[src/rtl/l1d_axi_bridge.sv]
// Bridges the L1 data cache memory port onto an AXI4 master: line-fill bursts,
// single-beat uncacheable reads and single-beat strobed writes.
module l1d_axi_bridge #(
   parameter int unsigned LINE_WORDS = 4,
   parameter int unsigned DATA_W     = 32
) (
   input  logic              clk,
   input  logic              rstn,
   input  logic              D_rreq,
   input  logic              D_wreq,
   input  logic [DATA_W-1:0] D_addr,
   input  logic [DATA_W-1:0] D_in,
   input  logic [2:0]        D_type,
   input  logic              arlenone,
   output logic [DATA_W-1:0] D_out,
   output logic              D_wait,
   output logic [DATA_W-1:0] ARADDR,
   output logic [3:0]        ARLEN,
   output logic              ARVALID,
   input  logic              ARREADY,
   input  logic [DATA_W-1:0] RDATA,
   input  logic              RLAST,
   input  logic              RVALID,
   output logic              RREADY,
   output logic [DATA_W-1:0] AWADDR,
   output logic              AWVALID,
   input  logic              AWREADY,
   output logic [DATA_W-1:0] WDATA,
   output logic [3:0]        WSTRB,
   output logic              WVALID,
   input  logic              WREADY,
   input  logic              BVALID,
   output logic              BREADY
);

   // D_type encoding used by the cache: 0 = byte, 1 = halfword, anything else = word
   localparam logic [2:0] T_BYTE  = 3'd0;
   localparam logic [2:0] T_HWORD = 3'd1;
   localparam logic [3:0] FILL_LEN = 4'(LINE_WORDS - 1);

   typedef enum logic [2:0] {
      S_IDLE,
      S_RADDR,
      S_RDATA,
      S_WREQ,
      S_WRESP,
      S_DONE
   } state_t;

   state_t     state;
   logic [3:0] beat_cnt;
   logic [3:0] wstrb_c;

   // Byte-lane strobes from access size and low address bits
   always_comb begin
      wstrb_c = 4'b1111;
      if (D_type == T_BYTE) begin
         wstrb_c = 4'b0001 << D_addr[1:0];
      end else if (D_type == T_HWORD) begin
         wstrb_c = D_addr[1] ? 4'b1100 : 4'b0011;
      end
   end

   // Cache handshake follows the AXI data/response handshakes with no added latency
   assign D_wait = ~((RVALID & RREADY) | (BVALID & BREADY));
   assign D_out  = (RVALID & RREADY) ? RDATA : '0;

   always_ff @(posedge clk or negedge rstn) begin
      if (!rstn) begin
         state    <= S_IDLE;
         beat_cnt <= '0;
         ARADDR   <= '0;
         ARLEN    <= '0;
         ARVALID  <= 1'b0;
         RREADY   <= 1'b0;
         AWADDR   <= '0;
         AWVALID  <= 1'b0;
         WDATA    <= '0;
         WSTRB    <= '0;
         WVALID   <= 1'b0;
         BREADY   <= 1'b0;
      end else begin
         case (state)
            S_IDLE: begin
               // Writes win when both requests arrive together
               if (D_wreq) begin
                  AWADDR  <= D_addr;
                  WDATA   <= D_in;
                  WSTRB   <= wstrb_c;
                  AWVALID <= 1'b1;
                  WVALID  <= 1'b1;
                  state   <= S_WREQ;
               end else if (D_rreq) begin
                  ARADDR  <= D_addr;
                  ARLEN   <= arlenone ? 4'd0 : FILL_LEN;
                  ARVALID <= 1'b1;
                  state   <= S_RADDR;
               end
            end
            S_RADDR: begin
               if (ARREADY) begin
                  ARVALID  <= 1'b0;
                  RREADY   <= 1'b1;
                  beat_cnt <= '0;
                  state    <= S_RDATA;
               end
            end
            S_RDATA: begin
               // Beat counter bounds the burst even if RLAST never shows up
               if (RVALID) begin
                  beat_cnt <= beat_cnt + 4'd1;
                  if (RLAST || (beat_cnt == ARLEN)) begin
                     RREADY <= 1'b0;
                     state  <= S_DONE;
                  end
               end
            end
            S_WREQ: begin
               if (AWREADY) AWVALID <= 1'b0;
               if (WREADY)  WVALID  <= 1'b0;
               if ((!AWVALID || AWREADY) && (!WVALID || WREADY)) begin
                  BREADY <= 1'b1;
                  state  <= S_WRESP;
               end
            end
            S_WRESP: begin
               if (BVALID) begin
                  BREADY <= 1'b0;
                  state  <= S_DONE;
               end
            end
            S_DONE: begin
               // Swallows the cache's trailing request cycle
               state <= S_IDLE;
            end
            default: state <= S_IDLE;
         endcase
      end
   end

endmodule

[config.mk]
export PLATFORM = sky130hd
export DESIGN_NAME = l1d_axi_bridge
export DESIGN_NICKNAME = d
export VERILOG_FILES = /design/src/rtl/l1d_axi_bridge.sv
export SDC_FILE = /design/constraint.sdc
export NUM_CORES = 1
export LEC_CHECK = 0
export CAP_MARGIN = 20
export CORE_MARGIN = 2
export CORE_UTILIZATION = 25
export CTS_BUF_LIST = sky130_fd_sc_hd__clkbuf_4
export DETAILED_ROUTE_END_ITERATION = 6
export SETUP_SLACK_MARGIN = 0.15
export SKIP_CTS_REPAIR_TIMING = 1
export SYNTH_ARGS = -nofsm -noshare
export SYNTH_HDL_FRONTEND = slang
export SYNTH_SLANG_ARGS = --single-unit
export TNS_END_PERCENT = 30
[constraint.sdc]
create_clock -name clk -period 2.4 [get_ports clk]
set_clock_uncertainty 0.05 [all_clocks]
set_input_delay 0.48 -clock clk [delete_from_list [all_inputs] [get_ports clk]]
set_output_delay 0.48 -clock clk [all_outputs]
set_load 0.005 [all_outputs]
==> results of run 1 <==
## cells by family (layout without fill, tap and decap cells)
| group | count (synthesis) | after routing |
|---|---|---|
| AOI/OAI and AO/OA | 28 | 28 |
| xor gates and xnor gates | 2 | 2 |
| adders and majority gates | 1 | 1 |
| buffers and inverters | 24 | 293 |
| DFF | 113 | 113 |
| muxes | 97 | 97 |
| other | 1 | 2 |
| and+or+nand+nor | 74 | 74 |
## area by class of cell
cell class | instances | area share
Clock buffer | 19 | 0.0182
Multi-Input combinational cell | 204 | 0.222
Inverter | 2 | 0.000956
Timing Repair Buffer | 260 | 0.346
Sequential cell | 113 | 0.361
Tap cell | 234 | 0.0373
Clock inverter | 12 | 0.0151
## registers in the layout, indices dropped and copies added (netlist names)
register,cells
beat_cnt,4
WSTRB,4
WVALID,1
RREADY,1
AWADDR,32
ARVALID,1
BREADY,1
state,3
WDATA,32
ARLEN,1
ARADDR,32
AWVALID,1
## path summary, 6_finish.rpt
path	from	to	depth (start not counted)	slack, ns
worst max register to register	state[0]	WDATA[29]	4	0.61
min in group clk	ARADDR[10]	ARADDR[10]	1	0.46
worst min register to register	ARADDR[10]	ARADDR[10]	1	0.46
max in group asynchronous	rstn	WDATA[29]	3	1.11
worst max-delay path	RVALID	D_out[24]	4	0.05
worst min-delay path	rstn	ARADDR[10]	2	0.44
## per-layer routing
metal / up-vias / wire length (um) / part of all wire / global-route usage
li1: 1724 / - / - / -
met1: 1864 / 5020 / 0.36 / 0.142
met2: 179 / 7310 / 0.53 / 0.247
met3: 13 / 1270 / 0.092 / 0.0550
met4: 0 / 176 / 0.013 / 0.0505
met5: - / 0 / 0 / 0
## cell usage in the layout (no fill, tap or decap), drive strengths merged, types with 3 or more instances in the layout
| cell type | count |
|---|---|
| a21oi | 6 |
| a31oi | 5 |
| and3 | 34 |
| buf | 11 |
| clkbuf | 19 |
| clkdlybuf4s50 | 221 |
| clkinv | 7 |
| clkinvlp | 3 |
| dfrtp | 113 |
| dlymetal6s2s | 27 |
| mux2 | 97 |
| nand2 | 8 |
| nand2b | 5 |
| nor2 | 12 |
| nor2b | 3 |
| nor3 | 3 |
| o21ai | 6 |
## stage by stage
step	total power, mW	setup TNS, ns
4_1_cts	9.01	-11.10
2_1_floorplan	5.01	0
3_3_place_gp	7.49	0
5_1_grt	9.52	-0.468
6_report	8.89	0
3_5_place_dp	7.59	-0.00105
## where the power goes
group | switching [mW] | internal (mW) | leakage, nW
combinational | 1.32 | 2.82 | 2.19
clock | 0.725 | 0.621 | 0.139
sequential | 0.562 | 2.84 | 1.34
==> flow_summary_export.csv, run 1 <==
group,metric,value,unit
route,drtIter0Drc,102,
layout,layout-drive-gt1-share,0.234,
route,drc,0,
synth,ys_seq_elements,113,
worst_setup_path,path_cells,"clkdlybuf4s50_1 -> buf_12 -> and3_1 -> clkdlybuf4s50_1",
synth,syn_avg_cell_area,14.0,sq um
synth,synth.distinct_cells,37,
synth,ys_seq_area_frac,0.596,
layout,seqCellArea,2830,sq um
synth,yosysMostFrequentCell,"dfrtp_1",
synth,synth_ff_type,"dfrtp_1",
placement,dpl.hpwl,10.2,mm
timing,timing.hold.ws,0.437,ns
clock_network,cts-buffers-inserted,17,
outcome,outcome,"completed",
layout,fin_util,0.421,
global_routing,antenna_found_initial,0,
layout,fin_cells,844,
worst_setup_path,worstPathRequired,1.87,ns
worst_setup_path,critPathMaxFanout,35,
worst_setup_path,cp_common_cell,"clkdlybuf4s50_1",
clock_network,clkLatencyLatePin,0.50,ns
global_routing,grt-ovfl-total,0,
global_routing,grt_max_degree,47,
timing,slew_violations,0,
layout,multiInputGateArea,1740,sq um
worst_setup_path,cp_slowest_cell,"clkdlybuf4s50_1",
flow_run,drv_cap,0,
floorplan,die_y,142,um
global_routing,grt_use_total,0.136,
clock_network,cts_max_path_buffers,2,
clock_network,cts_tree,"done",
layout,nets,709,
floorplan,die_area,20100,sq um
synth,syn_area,4740,sq um
floorplan,initial_core_util,0.254,
synth,synth_top_family_by_area,"multiplexers",
floorplan,rows,50,
route,drt_pass1_iterations,4,
clock_network,path_clk_slew,0.10,ns
placement,pre_cts_slack,-0.00105,ns
floorplan,coreArea,18600,sq um
route,ant_nets,0,
synth,muxShareOfSynthArea,0.230,
synth,synth_edf_count,0,
route,dr_total_vias,3780,
synth,synth-simple-area-share,0.0899,
power,ir_drop,0.000532,V
placement,gp_congestion,0.743,
route,wire_per_inst,16.3,um
synth,synth_area_leaders,"dfrtp_1 (60%), mux2_2 (23%), and3_1 (4.5%)",
power,static-leakage-power,3.67,nW
placement,dp_cells,809,
placement,port_buffers,249,
synth,synth_top_area_frac,0.596,
timing,setup_ws,0.0535,ns
worst_setup_path,critical_path_class,"primary input to output pin",
layout,syn2layout_area_growth,65.5,%
route,totalWireLength,13.8,mm
synth,synth_area_leader_cell,"dfrtp_1",
timing,rsz0062_at_grt,"true",
placement,placed_cell_area,7480,sq um
worst_setup_path,crit_family,"buffers and inverters",
timing,finalHoldViolCount,0,
worst_setup_path,critPathBufInv,3,
worst_setup_path,crit_path_max_incr_delay,0.50,ns
synth,netlist_instances,340,
layout,final_area,7850,sq um
synth,synth_fa_ha_area_frac,0.00264,
timing,worst_pin_slew,0.568,ns
timing,relSlewSlack,0.621,
timing,setup_viol,0,
layout,n_fill_cell,1750,
timing,fin_crit,2.35,ns
layout,antenna_cells,0,
clock_network,root_buffer,"clkbuf_4",
synth,synth_compound_area_frac,0.0390,
worst_setup_path,critPathArrivalTime,1.82,ns
synth,synthXorXnorAreaFrac,0.00369,
synth,yosysWarnings,0,
clock_network,cts.sinks,113,
timing,post-route-period-util,0.978,
synth,ys_top_cells_by_count,"dfrtp_1 (113), mux2_2 (97), and3_1 (34)",
worst_hold_path,hold_class,"primary input to async pin",
route,via_per_inst,4.48,
global_routing,grt_pass1_vias,3981,
floorplan,die-width,142,um
timing,fmax,426,MHz
worst_setup_path,crit_path_start_kind,"primary input",
synth,async_flop_share,1.00,
power,p_per_area,1130,nW/um^2
clock_network,htree_levels,4,
floorplan,io-pin-count,252,
global_routing,grt_pass1_wl,21.0,mm
worst_setup_path,crit_path_end_kind,"output pin",
Power figures use the tool's default switching activity.
==> inputs of run 2 (changes only) <==
==> constraint.sdc (replaced) <==
create_clock -name clk -period 2.4 [get_ports clk]
set_clock_uncertainty 0.05 [all_clocks]
set_input_delay 0.48 -clock clk [delete_from_list [all_inputs] [get_ports clk]]
set_output_delay 0.48 -clock clk [all_outputs]
set_load 0.02 [all_outputs]
==> flow_summary_export.csv, run 2 (synthesis results as in run 1) <==
group,metric,value,unit
timing,post-route-period-util,0.881,
power,static-leakage-power,3.80,nW
timing,setup_viol,0,
placement,placed_cell_area,7480,sq um
worst_setup_path,cp.depth,1,
route,drc,0,
timing,rsz0062_at_grt,"false",
floorplan,coreArea,18600,sq um
clock_network,root_buffer,"clkbuf_4",
route,wire_per_inst,16.3,um
clock_network,cts_max_path_buffers,2,
worst_setup_path,worstPathRequired,1.87,ns
worst_setup_path,crit_family,"buffers and inverters",
clock_network,cts.sinks,113,
placement,dpl.hpwl,10.3,mm
worst_setup_path,endpoint,"ARLEN[0]",
placement,gp_congestion,0.737,
floorplan,die_y,142,um
placement,dp_cells,810,
clock_network,cts-buffers-inserted,17,
worst_setup_path,crit_path_max_incr_delay,0.64,ns
worst_setup_path,path_cells,"clkdlybuf4s50_1",
outcome,outcome,"completed",
timing,worst_pin_slew,0.570,ns
floorplan,die_area,20100,sq um
timing,setup_ws,0.285,ns
timing,relSlewSlack,0.620,
power,p_per_area,1290,nW/um^2
power,ir_drop,0.000674,V
worst_setup_path,crit_start,"ARLEN[0]",
floorplan,die-width,142,um
timing,fmax,473,MHz
route,dr_total_vias,3759,
floorplan,io-pin-count,252,
timing,slew_violations,0,
layout,nets,707,
layout,layout-drive-gt1-share,0.230,
timing,tns,0,ns
layout,top_regs,"ARADDR: 32 flops, AWADDR: 32 flops, WDATA: 32 flops",
worst_setup_path,crit_path_start_kind,"flip-flop",
worst_setup_path,crit_path_end_kind,"output pin",
route,drtIter0Drc,129,
route,drt_pass1_iterations,4,
placement,pre_cts_slack,-0.0974,ns
worst_setup_path,rr_endpoint,"AWADDR[1]",
worst_setup_path,cp_slowest_cell,"clkdlybuf4s50_1",
clock_network,clkLatencyLatePin,0.49,ns
layout,antenna_cells,0,
layout,syn2layout_area_growth,66.5,%
placement,port_buffers,249,
route,totalWireLength,13.7,mm
worst_setup_path,critPathArrivalTime,1.58,ns
worst_setup_path,r2r_slack,0.60,ns
clock_network,htree_levels,4,
worst_setup_path,critPathMaxFanout,5,
clock_network,cts_tree,"done",
global_routing,grt_pass1_vias,3982,
clock_network,path_clk_slew,0.11,ns
worst_setup_path,r2r_start,"state[0]",
route,via_per_inst,4.46,
global_routing,antenna_found_initial,0,
floorplan,rows,50,
worst_hold_path,hold_class,"primary input to async pin",
global_routing,grt_use_total,0.136,
timing,fin_crit,2.11,ns
flow_run,drv_cap,0,
worst_setup_path,critPathBufInv,1,
global_routing,grt_max_degree,47,
floorplan,initial_core_util,0.254,
timing,finalHoldViolCount,0,
layout,final_area,7900,sq um
global_routing,grt_pass1_wl,21.1,mm
worst_setup_path,reg2regPathDepth,4,
layout,fin_cells,843,
global_routing,grt-ovfl-total,0,
layout,layout_commonest_cell,"clkdlybuf4s50_1",
route,ant_nets,0,
worst_setup_path,critical_path_class,"flip-flop to output pin",
layout,final_cell_mix,"clkdlybuf4s50_1 (213), dfrtp_1 (113), mux2_2 (97)",
run 2: cell types whose count changed in the layout (fill, tap and decap cells not counted), moves of 2 or more:
| cell | change |
|---|---|
| clkinv_2 | -2 |
| dlymetal6s2s_1 | +8 |
| bufinv_16 | +2 |
| clkdlybuf4s50_1 | -8 |
run 2: where the power goes:
group          leakage, nW  total, mW  switching (mW)  internal, mW
Clock                0.165       1.56           0.715         0.850
Combinational         2.30       5.29            2.47          2.81
Sequential            1.34       3.38           0.549          2.83
run 2: worst min-delay path by stage:
stage | to | slack, ns | start | cells after the start
after global placement | ARADDR[21] | 0.44 | ARADDR[21] | 1
after floorplan | ARADDR[0] | 0.13 | rstn | 0
after global routing | ARADDR[11] | 0.45 | rstn | 2
after detailed placement | ARADDR[12] | 0.44 | ARADDR[12] | 1
final | AWADDR[7] | 0.46 | rstn | 2
after CTS | AWADDR[7] | -0.15 | rstn | 1
run 2: worst reg2reg max path, stage by stage, from the launching register on:
cell and delay [ns]:
dfrtp_1 0.53, nor3_2 0.26, and2_4 0.21, buf_12 0.22, mux2_2 0.42
run 2: layout make-up:
type | instances | area, sq um
Tap cell | 234 | 293
Inverter | 2 | 7.51
Clock buffer | 20 | 150
Sequential cell | 113 | 2830
Fill cell | 1736 | 10700
Multi-Input combinational cell | 204 | 1740
Timing Repair Buffer | 258 | 2710
Clock inverter | 12 | 165
run 2: stage by stage:
step	total power [mW]	hold slack, ns	util
final	10.2	0.457	0.424
after global routing	10.8	0.447	0.424
after CTS	10.4	-0.150	0.418
after detailed placement	8.78	0.444	0.401
after global placement	8.66	0.438	0.401
after floorplan	6.15	0.134	-
run 2: metal layers:
metal | part of all wire | global-route usage
met1 | 0.37 | 0.143
met5 | 0 | 0
met2 | 0.52 | 0.243
met4 | 0.013 | 0.0500
met3 | 0.092 | 0.0560
